==> src/rtl/mcm_tap_sequencer.sv <==
// mcm_tap_sequencer: streams reference samples through one shared MCM, accumulates NTAPS tap products per lane,
// then emits LANES rounded, clipped 8-bit predicted samples.
// Ports: clk, rst (sync, active-high), flush; in_valid/in_ready/in_sample (upstream samples);
//   mcm_x -> MCM operand, mcm_y <- MCM products (16 signed bits per lane);
//   out_valid/out_ready/out_pred (downstream predictions); tap_idx (coefficient-set select); busy.
// Option: MCM_SEQ_REG_IN_EN registers the accepted sample into mcm_x and accumulates one cycle later.
module mcm_tap_sequencer #(
    parameter int NTAPS = 4,
    parameter int LANES = 16,
    parameter int SHIFT = 6,
    parameter int ACC_W = 20
) (
    input  logic                     clk,
    input  logic                     rst,
    input  logic                     flush,
    input  logic                     in_valid,
    output logic                     in_ready,
    input  logic [7:0]               in_sample,
    output logic [7:0]               mcm_x,
    input  logic [16*LANES-1:0]      mcm_y,
    output logic                     out_valid,
    input  logic                     out_ready,
    output logic [8*LANES-1:0]       out_pred,
    output logic [$clog2(NTAPS)-1:0] tap_idx,
    output logic                     busy
);

    localparam int TW = $clog2(NTAPS);
    localparam logic [TW-1:0] LAST_TAP = TW'(NTAPS - 1);
    localparam logic signed [ACC_W-1:0] RND  = ACC_W'(1 << (SHIFT - 1));
    localparam logic signed [ACC_W-1:0] MAXV = ACC_W'(255);

    typedef enum logic {S_ACCUM, S_OUT} state_t;

    state_t                  r_state;
    state_t                  w_state_nxt;
    logic [TW-1:0]           r_tap_cnt;
    logic signed [ACC_W-1:0] r_acc [LANES];
    logic signed [ACC_W-1:0] w_sum [LANES];
    logic [8*LANES-1:0]      r_pred;
    logic                    w_accept;
    logic                    w_take;
    logic                    w_first;
    logic                    w_last;
    logic                    w_stall;
    logic                    w_stg_busy;

    function automatic logic signed [ACC_W-1:0] f_sext(input logic [15:0] y);
        return {{(ACC_W-16){y[15]}}, y};
    endfunction

    // Round half up, arithmetic shift, then saturate to 0..255.
    function automatic logic [7:0] f_clip(input logic signed [ACC_W-1:0] v);
        logic signed [ACC_W-1:0] s;
        s = (v + RND) >>> SHIFT;
        if (s[ACC_W-1])
            return 8'd0;
        else if (s > MAXV)
            return 8'd255;
        else
            return s[7:0];
    endfunction

`ifdef MCM_SEQ_REG_IN_EN
    logic       r_stg_vld;
    logic       r_stg_first;
    logic       r_stg_last;
    logic [7:0] r_mcm_x;

    // One-stage operand register; products for it return the following cycle.
    always_ff @(posedge clk) begin
        if (rst || flush) begin
            r_stg_vld   <= 1'b0;
            r_stg_first <= 1'b0;
            r_stg_last  <= 1'b0;
            r_mcm_x     <= 8'd0;
        end else begin
            r_stg_vld   <= w_accept;
            r_stg_first <= w_accept && (r_tap_cnt == '0);
            r_stg_last  <= w_accept && (r_tap_cnt == LAST_TAP);
            r_mcm_x     <= w_accept ? in_sample : 8'd0;
        end
    end

    assign w_take     = r_stg_vld;
    assign w_first    = r_stg_first;
    assign w_last     = r_stg_last;
    // Last tap still in flight: hold off the next group until OUT is entered.
    assign w_stall    = r_stg_vld && r_stg_last;
    assign w_stg_busy = r_stg_vld;
    assign mcm_x      = r_mcm_x;
`else
    assign w_take     = w_accept;
    assign w_first    = (r_tap_cnt == '0);
    assign w_last     = (r_tap_cnt == LAST_TAP);
    assign w_stall    = 1'b0;
    assign w_stg_busy = 1'b0;
    assign mcm_x      = (r_state == S_ACCUM) ? in_sample : 8'd0;
`endif

    assign in_ready = (r_state == S_ACCUM) && !w_stall && !flush;
    assign w_accept = in_valid && in_ready;

    always_comb begin
        for (int i = 0; i < LANES; i++) begin
            w_sum[i] = w_first ? f_sext(mcm_y[16*i +: 16])
                               : r_acc[i] + f_sext(mcm_y[16*i +: 16]);
        end
    end

    always_ff @(posedge clk) begin
        if (rst)
            r_state <= S_ACCUM;
        else
            r_state <= w_state_nxt;
    end

    always_comb begin
        w_state_nxt = r_state;
        case (r_state)
            S_ACCUM: if (w_take && w_last) w_state_nxt = S_OUT;
            S_OUT:   if (out_ready) w_state_nxt = S_ACCUM;
            default: w_state_nxt = S_ACCUM;
        endcase
        if (flush)
            w_state_nxt = S_ACCUM;
    end

    always_ff @(posedge clk) begin
        if (rst || flush)
            r_tap_cnt <= '0;
        else if (w_accept)
            r_tap_cnt <= (r_tap_cnt == LAST_TAP) ? '0 : r_tap_cnt + 1'b1;
    end

    always_ff @(posedge clk) begin
        if (rst || flush) begin
            for (int i = 0; i < LANES; i++)
                r_acc[i] <= '0;
        end else if (w_take) begin
            for (int i = 0; i < LANES; i++)
                r_acc[i] <= w_sum[i];
        end
    end

    // Result is captured on the final tap so it is ready on OUT entry.
    always_ff @(posedge clk) begin
        if (rst) begin
            r_pred <= '0;
        end else if (!flush && w_take && w_last) begin
            for (int i = 0; i < LANES; i++)
                r_pred[8*i +: 8] <= f_clip(w_sum[i]);
        end
    end

    assign out_valid = (r_state == S_OUT);
    assign out_pred  = r_pred;
    assign tap_idx   = r_tap_cnt;
    assign busy      = (r_tap_cnt != '0) || w_stg_busy || (r_state == S_OUT);

endmodule
==> config.mk <==
export PLATFORM = sky130hd
export DESIGN_NAME = mcm_tap_sequencer
export DESIGN_NICKNAME = d
export VERILOG_FILES = /design/src/rtl/mcm_tap_sequencer.sv
export SDC_FILE = /design/constraint.sdc
export NUM_CORES = 2
export LEC_CHECK = 0
export BUFFER_PORTS_ARGS = -buffer_cell sky130_fd_sc_hd__buf_2
export CORE_UTILIZATION = 62
export CTS_BUF_LIST = sky130_fd_sc_hd__clkbuf_2 sky130_fd_sc_hd__clkbuf_4 sky130_fd_sc_hd__clkbuf_8
export CTS_CLUSTER_SIZE = 25
export DETAILED_ROUTE_END_ITERATION = 6
export HOLD_SLACK_MARGIN = 0.15
export PLACE_DENSITY = 0.88
export SYNTH_ARGS = -nofsm -noshare
export SYNTH_HDL_FRONTEND = slang
export SYNTH_SLANG_ARGS = --single-unit
==> constraint.sdc <==
create_clock -name clk -period 12.87 [get_ports clk]
set_clock_uncertainty 0.1 [all_clocks]
set_input_delay 1.9305 -clock clk [delete_from_list [all_inputs] [get_ports clk]]
set_output_delay 1.9305 -clock clk [all_outputs]
set_load 0.01 [all_outputs]
==> results.yml <==
routing:
  post_drt_wl_per_cell_um: 18.9
  drcViolationCount: 0
  dr_total_vias: 39000
  wirelength_mm: 114
  antenna_left: 0
  drt_iter0_markers: 3854
  drtPass1Iterations: 6
  viasPerCell: 6.50
synth:
  ys_types: 109
  syn_inst: 4724
  synthTopCellsByArea: "edfxtp_1, ha_1, dfxtp_1, nor2_1, a21oi_1"
  yosysTopAreaCellShare: 0.241
  syn_nets: 5331
  ys_ff_latch: 451
  ys_seq_area_frac: 0.306
  yosys_most_used_dff: "edfxtp_1"
  yosysWarnings: 0
  yosys.area.top_type: "edfxtp_1"
  async_flop_share: 0
  synth_area_per_cell_sq_um: 8.45
  syn_area_sq_mm: 0.0399
  synth-edff-count: 320
  synth_common_cells: "nor2_1, nand2_1, a21oi_1"
  synth_most_common_cell: "nor2_1"
global_route:
  grt_overflow: 0
  grt_util_all_layers: 0.333
  grt_pass1_wl_mm: 182
  antenna_found_initial: 41
  grt_max_degree: 161
  grt_pass1_vias: 36900
cts:
  clock_latency_ps: 700
  post_cts_buffers: 0
  clock_sinks: 451
  numCtsBuffers: 85
  postCtsHoldBufs: 0
  htreeDepth: 3
  cts_resized: 0
  cts_tree: "built"
  cts_buffer_depth: 3
  root_buffer: "clkbuf_8"
  clk_pin_slew_ps: 60
floorplanning:
  num_io_pins: 410
  rows: 92
  fp.dieH_um: 256
  die_w_um: 256
  dieArea_sq_mm: 0.0654
  initial_utilization: 0.631
  coreArea_sq_mm: 0.0633
power_and_ir_drop:
  p_per_area_mw_per_mm2: 105
  ir_drop_v: 0.000130
  p_leak_nw: 19.3
  totalPowerFinal_mw: 4.68
timing:
  whs_ps: 343
  tns_ps: 0
  layout_setup_ws_ps: 7110
  fmax_mhz: 174
  max_slew_margin: 0.228
  period_needed_ps: 5760
  rsz0062_at_grt: "false"
  hold_violations: 0
  worstMarginPinSlew_ps: 1160
  finalCritPeriodShare: 0.448
  maxSlewViolCount: 0
  setup-violations-final: 0
critical_path:
  path_delay_family: "buffers and inverters"
  worstSetupPathType: "reg -> reg"
  cp_data_arrival_time_ps: 6250
  path_common_cell: "buf_4"
  end_kind: "flop"
  rr_worst_depth: 14
  r2r_slack_ps: 7110
  worstReg2RegStart: "tap_idx[0]"
  cp_num_buf_inv: 4
  cpPeakStageDelay_ps: 730
  timing.rr.end: "out_pred[71]"
  worstPathMaxFanout: 78
  required_ps: 13360
  slowest_stage: "buf_4"
  cp_cell_sequence: "inv_1, ha_4, buf_4, buf_4, buf_4, a2111oi_0, a221oi_1, ha_1, nand2_1, or3_1, mux2i_1, o31ai_2, nand2_1, a32o_1"
  cp-start-kind: "flop"
worst_hold_path:
  hold_class: "reg -> reg"
  hold-path-cell-count: 2
  hold_end: "out_pred[120]"
  min-delay-start: "out_pred[120]"
placed_design:
  gp_congestion: 0.959
  place_area_sq_mm: 0.0424
  placed_cells: 5817
  dp_hpwl_mm: 81.0
  portBuffers: 409
  dp_slack_ps: 6790
status:
  outcome: "completed"
cells_and_area:
  finalNonFillerCells: 6008
  fin_area_sq_mm: 0.0444
  finish.utilization: 0.701
  final_net_count: 5665
  area_delta_synth_final_pct: 11.1
  drive_gt1_frac: 0.128
run:
  maxCapViolCount: 0
area by class of cell:
cell class / count / area (sq um)
flip-flops and latches: 451 / 12200
clock buffers: 132 / 1610
well taps: 846 / 1060
clock inverters: 26 / 258
multi-input cells: 3957 / 26400
diodes: 33 / 82.6
inverters: 130 / 495
repair buffers: 433 / 2240
fillers: 4894 / 18900
flip-flops by register name (all words and copies together) (netlist names):
name and cells:
out_valid 1, tap_idx 2, r_acc 320, out_pred 128
how the worst max path moves through the flow:
stage / from / to / slack [ps] / cells after the start
6_report: tap_idx[0] / out_pred[71] / 7110 / 14
5_1_grt: tap_idx[0] / out_pred[88] / 6650 / 15
4_1_cts: tap_idx[0] / out_pred[71] / 7220 / 14
3_5_place_dp: mcm_y[144] / out_pred[75] / 6790 / 17
3_3_place_gp: mcm_y[144] / out_pred[78] / 6900 / 17
2_1_floorplan: rst / r_acc[0][0] / 2670 / 4
kinds of logic after synthesis:
| group | Yosys count | share of synthesized area |
|---|---|---|
| and+or+nand+nor | 1807 | 0.222 |
| AOI/OAI and AO/OA | 1487 | 0.254 |
| DFF | 451 | 0.306 |
| adders and majority gates | 338 | 0.109 |
| buffers and inverters | 316 | 0.0338 |
| xor gates and xnor gates | 240 | 0.0526 |
| muxes | 85 | 0.0216 |
report_power, final:
group | switching (mW) | internal, mW | leakage, nW | total, mW
logic | 0.898 | 0.553 | 13.6 | 1.45
clock network | 0.674 | 0.882 | 0.992 | 1.56
registers | 0.0299 | 1.64 | 4.67 | 1.67
routing by layer:
layer	global-route usage	vias up	share of wire
met4	0.162	22	0.043
met1	0.417	18300	0.41
met5	0	-	0.0012
met2	0.546	1727	0.46
met3	0.0694	353	0.085
li1	-	18600	-
cells in the final DEF, fill, tap and decap left out, types with 23 or more instances in the layout:
master,Yosys,final
xor2_1,95,95
edfxtp_1,320,320
and3_1,60,60
o21ai_0,149,149
a2111oi_0,25,25
xnor2_1,145,145
nand4_1,46,46
and2_1,101,101
clkbuf_4,0,33
o21ai_1,98,98
o211ai_1,60,60
a21o_1,139,139
nand2b_1,62,62
nor3_1,124,124
inv_1,128,128
o21bai_1,23,23
nor4_1,37,37
o31a_1,24,24
nand2_1,416,415
nor4b_1,23,23
buf_4,11,23
o21a_1,77,77
nor2b_1,53,53
a311oi_1,24,24
a31oi_1,63,63
ha_1,322,321
diode_2,0,33
or3_1,40,40
a211oi_1,88,88
o31ai_1,40,40
nand3_1,127,127
clkbuf_8,0,99
mux2i_1,75,75
nor2_1,572,568
nor3b_1,25,25
buf_2,48,409
dfxtp_1,131,131
a22o_1,26,26
a211o_1,26,26
a21oi_1,362,362
tightest hold or removal path, delay by kind of cell, from the launching register on:
| family | cells | cell delay [ps] |
|---|---|---|
| AO/OA/AOI/OAI | 1 | 50 |
| AND/OR/NAND/NOR | 1 | 50 |
| flip-flops | 1 | 300 |
Note: power is estimated with default switching activity, not from simulation.
